<file path="config.mk">
export PLATFORM = sky130hd
export DESIGN_NAME = mod_trig_gen
export DESIGN_NICKNAME = d
export VERILOG_FILES = /design/src/rtl/mod_trig_gen.sv
export SDC_FILE = /design/constraint.sdc
export NUM_CORES = 1
export LEC_CHECK = 0
export BUFFER_PORTS_ARGS = -buffer_cell sky130_fd_sc_hd__buf_2
export CAP_MARGIN = 40
export CORE_UTILIZATION = 40
export DETAILED_ROUTE_END_ITERATION = 12
export GPL_TIMING_DRIVEN = 0
export SLEW_MARGIN = 20
export SYNTH_ARGS = -nofsm -noshare
export SYNTH_HDL_FRONTEND = slang
export SYNTH_SLANG_ARGS = --single-unit
</file>
<file path="constraint.sdc">
create_clock -name i_clk -period 5.8 [get_ports i_clk]
set_input_delay 0.58 -clock i_clk [delete_from_list [all_inputs] [get_ports i_clk]]
set_output_delay 0.58 -clock i_clk [all_outputs]
set_load 0.01 [all_outputs]
</file>
<file path="src/rtl/mod_trig_gen.sv">
// Square-wave bias-modulation and step-trigger generator for the closed-loop gyro chain.
// Outputs are decoded from registered state, counter and shadow registers only.
//
// state   | meaning
// --------+---------------------------------------------------------------
// IDLE    | disabled, counter cleared, all outputs 0
// HIGH    | first half-period, o_mod = amph_s, o_smp_pol = 1
// LOW     | second half-period, o_mod = ampl_s; shadows reload on exit
module mod_trig_gen #(
    parameter int OUTPUT_BIT = 16
) (
    input  logic                         i_clk,
    input  logic                         i_rst_n,
    input  logic                         i_en,
    input  logic [31:0]                  i_half_cnt,
    input  logic signed [OUTPUT_BIT-1:0] i_amp_h,
    input  logic signed [OUTPUT_BIT-1:0] i_amp_l,
    input  logic [31:0]                  i_smp_dly,
    input  logic [31:0]                  i_smp_len,
    output logic signed [OUTPUT_BIT-1:0] o_mod,
    output logic                         o_trig,
    output logic                         o_sync,
    output logic                         o_smp_en,
    output logic                         o_smp_pol
);

    typedef enum logic [1:0] {
        ST_IDLE = 2'd0,
        ST_HIGH = 2'd1,
        ST_LOW  = 2'd2
    } state_t;

    state_t                  state_q, state_d;
    logic [31:0]             cnt_q, cnt_d;
    logic [31:0]             half_s_q, half_s_d;
    logic signed [OUTPUT_BIT-1:0] amph_s_q, amph_s_d;
    logic signed [OUTPUT_BIT-1:0] ampl_s_q, ampl_s_d;
    logic [31:0]             dly_s_q, dly_s_d;
    logic [31:0]             len_s_q, len_s_d;

    logic [31:0]             last_cnt;
    logic                    at_end;
    logic                    running;
    logic [32:0]             win_end;
    logic                    load_shadow;

    // Half-periods shorter than 4 clocks are clamped to 4.
    assign last_cnt = (half_s_q < 32'd4) ? 32'd3 : (half_s_q - 32'd1);
    assign at_end   = (cnt_q == last_cnt);
    assign running  = (state_q != ST_IDLE);
    assign win_end  = {1'b0, dly_s_q} + {1'b0, len_s_q};

    always_ff @(posedge i_clk or negedge i_rst_n) begin
        if (!i_rst_n) begin
            state_q  <= ST_IDLE;
            cnt_q    <= '0;
            half_s_q <= '0;
            amph_s_q <= '0;
            ampl_s_q <= '0;
            dly_s_q  <= '0;
            len_s_q  <= '0;
        end else begin
            state_q  <= state_d;
            cnt_q    <= cnt_d;
            half_s_q <= half_s_d;
            amph_s_q <= amph_s_d;
            ampl_s_q <= ampl_s_d;
            dly_s_q  <= dly_s_d;
            len_s_q  <= len_s_d;
        end
    end

    always_comb begin
        state_d     = state_q;
        cnt_d       = cnt_q;
        load_shadow = 1'b0;

        case (state_q)
            ST_IDLE: begin
                cnt_d = '0;
                if (i_en) begin
                    state_d     = ST_HIGH;
                    load_shadow = 1'b1;
                end
            end
            ST_HIGH, ST_LOW: begin
                if (!i_en) begin
                    state_d = ST_IDLE;
                    cnt_d   = '0;
                end else if (at_end) begin
                    cnt_d = '0;
                    if (state_q == ST_HIGH) begin
                        state_d = ST_LOW;
                    end else begin
                        state_d     = ST_HIGH;
                        load_shadow = 1'b1;
                    end
                end else begin
                    cnt_d = cnt_q + 32'd1;
                end
            end
            default: begin
                state_d = ST_IDLE;
                cnt_d   = '0;
            end
        endcase

        half_s_d = load_shadow ? i_half_cnt : half_s_q;
        amph_s_d = load_shadow ? i_amp_h    : amph_s_q;
        ampl_s_d = load_shadow ? i_amp_l    : ampl_s_q;
        dly_s_d  = load_shadow ? i_smp_dly  : dly_s_q;
        len_s_d  = load_shadow ? i_smp_len  : len_s_q;
    end

    always_comb begin
        o_mod     = '0;
        o_smp_pol = 1'b0;
        if (state_q == ST_HIGH) begin
            o_mod     = amph_s_q;
            o_smp_pol = 1'b1;
        end else if (state_q == ST_LOW) begin
            o_mod = ampl_s_q;
        end
    end

    assign o_trig   = running && at_end;
    assign o_sync   = (state_q == ST_HIGH) && (cnt_q == 32'd0);
    // Window end is 33 bits wide so a large delay plus length cannot wrap.
    assign o_smp_en = running && ({1'b0, cnt_q} >= {1'b0, dly_s_q}) && ({1'b0, cnt_q} < win_end);

endmodule
</file>
==> summary.txt, run 1 <==
Outcome: finished, final reports clean
DRC errors left: 0
CP Capture Type: primary output
TritonCTS clock tree: yes
Final setup vio count: 0
Via count: 13.3k
Floorplan die height: 184 microns
Initial antenna violation count: 0
Max-Slew Margin vs Limit: 0.408
Most frequent cell after synthesis: nand2_1
GPL Wtd Cong: 0.945
CTS Buf Count: 17
Final #Nets: 2,031
Maximum capacitance violations: 0
Worst-margin pin slew: 0.881 ns
Vias/cell: 5.90
GRT overflow: 0
Sequential fraction of the synthesis area: 0.304
Share of cells above drive strength 1: 0.133
Crit-path max FO: 4
Placed cell areas: 14,700 sq um
WP data arrival: 4.90 ns
Unique masters post-synth: 69
Total GRT Usage: 0.262
Final Hold Fails: 0
Final ANT Viol Nets: 0
Switch Pwr: 3750 uW
Clock power share: 0.153
Core box area: 32,600 sq um
Initial Util: 0.408
DP HPWL: 34,100 microns
Avg Cell Area, Syn: 8.23 sq um
DRT Pass-1 Iters: 5
Clock Tree Root: clkbuf_16
WL per Instance: 19.6 microns
ANT cells: 0
Synth area leader: dfrtp_1
First-pass GRT wire length: 69,000 microns
Design area: 15,400 sq um
Max Clock Skew: 0.0127 ns
Hold/Removal Path Class: in2async
WS Path Type: reg2out
Pin count of the biggest net entering global routing: 85
Sw frac: 0.488
Pint: 3940 uW
Top Ports: 151
Clk buf depth: 2
Number of core rows: 66
Top_reg_cell synth: dfrtp_1
Number of port buffers: 150
Syn Nets: 1,853
Drt initial violations: 1,000
Slew Limit Fails: 0
Syn Std Cell Area: 13,300 sq um
Fraction of registers with async set/reset: 1.00
Crit path launch type: flop
Count of mapped cells out of synthesis: 1,619
Top cells by count, synth: nand2_1, dfrtp_1, and3_1
Vias in the first global route: 12.6k
Clock sink total: 162
CTS HTree Levels: 4
Total negative slack: 0 ns
Share of power burned in combinational logic: 0.585
Final Critical Period: 5.48 ns
Clk pin slew, worst setup/hold paths: 0.07 ns
Die Wd: 184 microns
Worst EP required: 5.22 ns
DIE AREA: 34,000 sq um
Clk_lat worst skew: 0.45 ns
Fmax: 182 MHz
Final period util: 0.945
Post-synth EDFFs: 0
Worst IR drop on VDD: 0.234 mV
Flops & latches, synth: 162
Power Density: 500 nW/um^2
Seq pwr share: 0.263
Yosys top cell area share: 0.304
Routed Wire Length: 44,100 microns
Pleak: 0.00714 uW
Yosys warns: 0
Layout area overhead: 15.4%
Main area contributors after synthesis: dfrtp_1, ha_1, a32oi_1
Worst hold slack: 0.104 ns
-- logic make-up (layout without fill, tap and decap cells) --
kind of cell | count (synthesis) | after routing | synth area share
xor gates and xnor gates | 85 | 85 | 0.0591
buffers and inverters | 188 | 379 | 0.0582
adders and majority gates | 103 | 103 | 0.0973
and+or+nand+nor | 596 | 596 | 0.231
muxes | 3 | 3 | 0.00235
DFF | 162 | 162 | 0.304
AOI/OAI and AO/OA | 482 | 482 | 0.248
-- through the flow --
stage,instances,utilization,power (uW),worst slack (ns)
detailed placement,2217,0.451,6400,0.311
CTS,2249,0.469,7600,0.0225
floorplan,1619,-,5080,1.19
global placement,2211,0.448,6280,-1.26
global route,2252,0.471,8330,-0.0100
finish,2252,0.471,7690,0.320
-- layout make-up --
cell class | instances | area [sq um]
inverter | 53 | 199
clock buffer | 18 | 439
clock inverter | 14 | 149
tap | 442 | 553
buffer | 135 | 578
fill | 3258 | 17200
sequential | 162 | 4050
timing repair buffer | 159 | 858
multi-input combinational | 1269 | 8540
-- metal layers --
layer	part of all wire	vias up	track usage
met3	0.056	61	0.0354
met5	0	-	0
met4	0.025	0	0.0817
met2	0.46	395	0.417
met1	0.46	6404	0.365
li1	-	6438	-
-- state kept, by name, summed over array words and instances (netlist names) --
name,count
amph_s_q,16
ampl_s_q,16
half_s_q,32
cnt_q,32
dly_s_q,32
len_s_q,32
state_q,2
-- worst max-delay path, cell delays in order, from the launching register on --
cell and delay [ns]:
dfrtp_1 0.43, ha_1 0.27, fa_1 0.45, a211oi_2 0.22, o21bai_2 0.13, a221oi_2 0.23
buf_4 0.17, o21ai_0 0.09, a21oi_2 0.18, o21bai_1 0.08, a21oi_1 0.17, xor2_1 0.18
ha_1 0.26, a21o_1 0.16, a21o_1 0.18, a211oi_1 0.23, o21ai_0 0.12, o211ai_1 0.10
a31oi_1 0.13, nor3_1 0.14, o21ai_0 0.11, a31oi_1 0.25, buf_2 0.17
-- worst paths after layout --
path                                     from      endpoint  slack (ns)  cells past startpoint
worst max-delay path               dly_s_q[0]      o_smp_en        0.32                     22
worst max register to register    half_s_q[0]  half_s_q[26]        0.50                     16
max in group asynchronous             i_rst_n    dly_s_q[2]        4.80                      2
min in group i_clk              i_smp_len[15]   len_s_q[15]        0.39                      3
worst min-delay path                  i_rst_n   amph_s_q[3]        0.10                      1
worst min register to register    ampl_s_q[4]   ampl_s_q[4]        0.52                      2
-- layout by cell type (no fill, tap or decap), drive strengths merged, types with 5 or more instances in the layout --
cell type  instances
nor4              33
buf              193
o31ai              6
or3               11
nor3              25
a211oi             9
o21ai            169
inv               58
o21a              10
a31oi              5
xnor2             48
nand3             41
nand4             24
a21o              23
a21oi             50
dfrtp            162
a22o              16
nor2              82
o21bai             9
a2111oi            6
clkinv             7
or4               10
nand2            178
o22ai              6
nor2b             12
and3             144
xor2              34
ha               102
o211ai            11
clkbuf           119
nand2b            13
a32oi            129
-- repair_timing --
| item | 4_1_cts | 5_1_grt |
|---|---|---|
| gates resized for setup | 1 | 10 |
| endpoints found under the setup margin | 1 | 3 |
| hold buffers | 0 | 0 |
| setup buffers | 0 | 2 |
| pin swaps | 0 | 2 |
| cloned | 0 | 0 |
-- power groups by stage --
stage | Sequential (uW) | Combinational (uW) | Clock, uW
after global routing | 2070 | 5020 | 1230
final | 2020 | 4490 | 1170
after detailed placement | 2040 | 4360 | 0
after floorplan | 1850 | 3230 | 0
after CTS | 2020 | 4390 | 1190
after global placement | 2030 | 4250 | 0
Note: power is estimated with default switching activity, not from simulation.
==> run 2: changes to the inputs <==
Settings changed: REMOVE_ABC_BUFFERS from default to 1.
==> summary.txt, run 2 (synthesized netlist as in run 1, its figures left out) <==
CP Capture Type: primary output
Hold/Removal Path Class: in2async
Final #Nets: 1,935
DRC errors left: 0
Final setup vio count: 0
Number of core rows: 66
Top Ports: 151
Pwr Total: 7540 uW
DIE AREA: 34,000 sq um
Placed cell areas: 14,600 sq um
DRT Pass-1 Iters: 6
Reg2reg path depth: 12
Drt initial violations: 745
Final period util: 0.934
WS Path Type: reg2out
Layout area overhead: 14.9%
Fin util: 0.469
CTS HTree Levels: 4
Worst Setup EP: o_smp_en
Share of cells above drive strength 1: 0.148
Pleak: 0.00713 uW
Worst hold slack: 0.147 ns
Most frequent cells in the layout: nand2_1, dfrtp_1, buf_2, and3_1, a32oi_1
Most used cell, CP: a21oi_1
CTS Buf Count: 17
DP HPWL: 28,900 microns
Clk buf depth: 2
Reg2reg end: dly_s_q[25]
Commonest non-fill, non-tap cell in the layout: nand2_1
Total GRT Usage: 0.235
Sequential cell area: 4050 sq um
Worst reg-to-reg setup slack: 0.44 ns
Outcome: finished, final reports clean
Maximum capacitance violations: 0
Crit path launch type: flop
Clk pin slew, worst setup/hold paths: 0.08 ns
CP max-delay cell: fa_1
WL per Instance: 18.1 microns
GPL Wtd Cong: 0.899
Crit-path max FO: 3
Layout filler cell count: 3,240
Core box area: 32,600 sq um
First-pass GRT wire length: 64,600 microns
Final Critical Period: 5.42 ns
Multi-input combinational cell area: 8590 sq um
Critical Path Source: dly_s_q[0]
Initial Util: 0.408
Number of port buffers: 150
Fmax: 185 MHz
Vias in the first global route: 12.2k
Max Clock Skew: 0.0160 ns
GRT overflow: 0
Floorplan die height: 184 microns
CP peak stage delay: 0.45 ns
Pin count of the biggest net entering global routing: 86
Power Density: 492 nW/um^2
Final Non-Filler Cells: 2,157
Routed Wire Length: 39,000 microns
Clock Tree Root: clkbuf_16
Worst-margin pin slew: 0.839 ns
Worst IR drop on VDD: 0.285 mV
Design area: 15,300 sq um
Vias/cell: 5.81
CP cell instances: ha_1 -> fa_1 -> a211oi_2 -> o21bai_2 -> a21oi_1 -> o21bai_1 -> a21oi_1 -> o21bai_1 -> a21oi_1 -> xor2_1 -> ha_1 -> a21o_1 -> a21o_1 -> a21oi_1 -> o21ai_0 -> o21ai_1 -> a31oi_1 -> nor3_1 -> o21ai_0 -> a31oi_1 -> buf_2
Worst EP required: 5.22 ns
TritonCTS clock tree: yes
Initial antenna violation count: 5
DP Cell Count: 2,116
Final Hold Fails: 0
Final ANT Viol Nets: 0
Reg2Reg Launch Point: half_s_q[17]
Slew Limit Fails: 0
Unrepaired setup endpoints after global routing: false
Clock sink total: 162
WP data arrival: 4.84 ns
Die Wd: 184 microns
Clk_lat worst skew: 0.44 ns
Max-Slew Margin vs Limit: 0.438
Hold bufs inserted after CTS: 0
Via count: 12.5k
-- run 2: through the flow --
step / TNS (ns) / setup slack (ns)
6_report: 0 / 0.380
5_1_grt: 0 / 0.0165
4_1_cts: 0 / 0.0489
3_5_place_dp: -32.91 / -0.384
3_3_place_gp: -2414.01 / -15.81
2_1_floorplan: -895.21 / -6.07
-- run 2: critical path, delay by kind of cell (launching register included) --
kind	cells	cell delay [ns]
AND/OR/NAND/NOR	1	0.15
adder cells (fa/ha/maj)	3	0.97
flip-flops	1	0.41
buffers and inverters	1	0.16
AO/OA/AOI/OAI	15	2.51
XOR/XNOR	1	0.18
-- run 2: worst min-delay path by stage --
| stage | end | slack, ns |
|---|---|---|
| finish | half_s_q[31] | 0.15 |
| global route | half_s_q[7] | 0.20 |
| CTS | half_s_q[31] | 0.17 |
| detailed placement | ampl_s_q[11] | 0.51 |
| global placement | ampl_s_q[14] | 0.50 |
| floorplan | amph_s_q[0] | 0.28 |
-- run 2: final cells by class --
type,instances,area share
antenna,1,0.000163
clock buffer,18,0.0280
clock inverter,14,0.00948
inverter,53,0.0130
multi-input combinational,1269,0.561
sequential,162,0.265
tap,442,0.0361
timing repair buffer,198,0.0874
-- run 2: where the power goes --
part / switching [uW] / internal [uW]
combinational: 2540 / 1800
clock: 541 / 606
sequential: 477 / 1570
-- run 2: timing repair --
item / in CTS / in global routing
gates resized for setup: 3 / 8
setup buffers: 0 / 8
endpoints found under the setup margin: 129 / 129
gates cloned: 0 / 0
pin swaps: 0 / 4
-- run 2: layer usage --
layer,GRT usage,vias to the layer above,wire length [microns]
li1,-,6244,-
met1,0.331,5963,18900
met2,0.373,280,17600
met3,0.0447,33,1920
met4,0.0470,4,477
met5,0,-,23
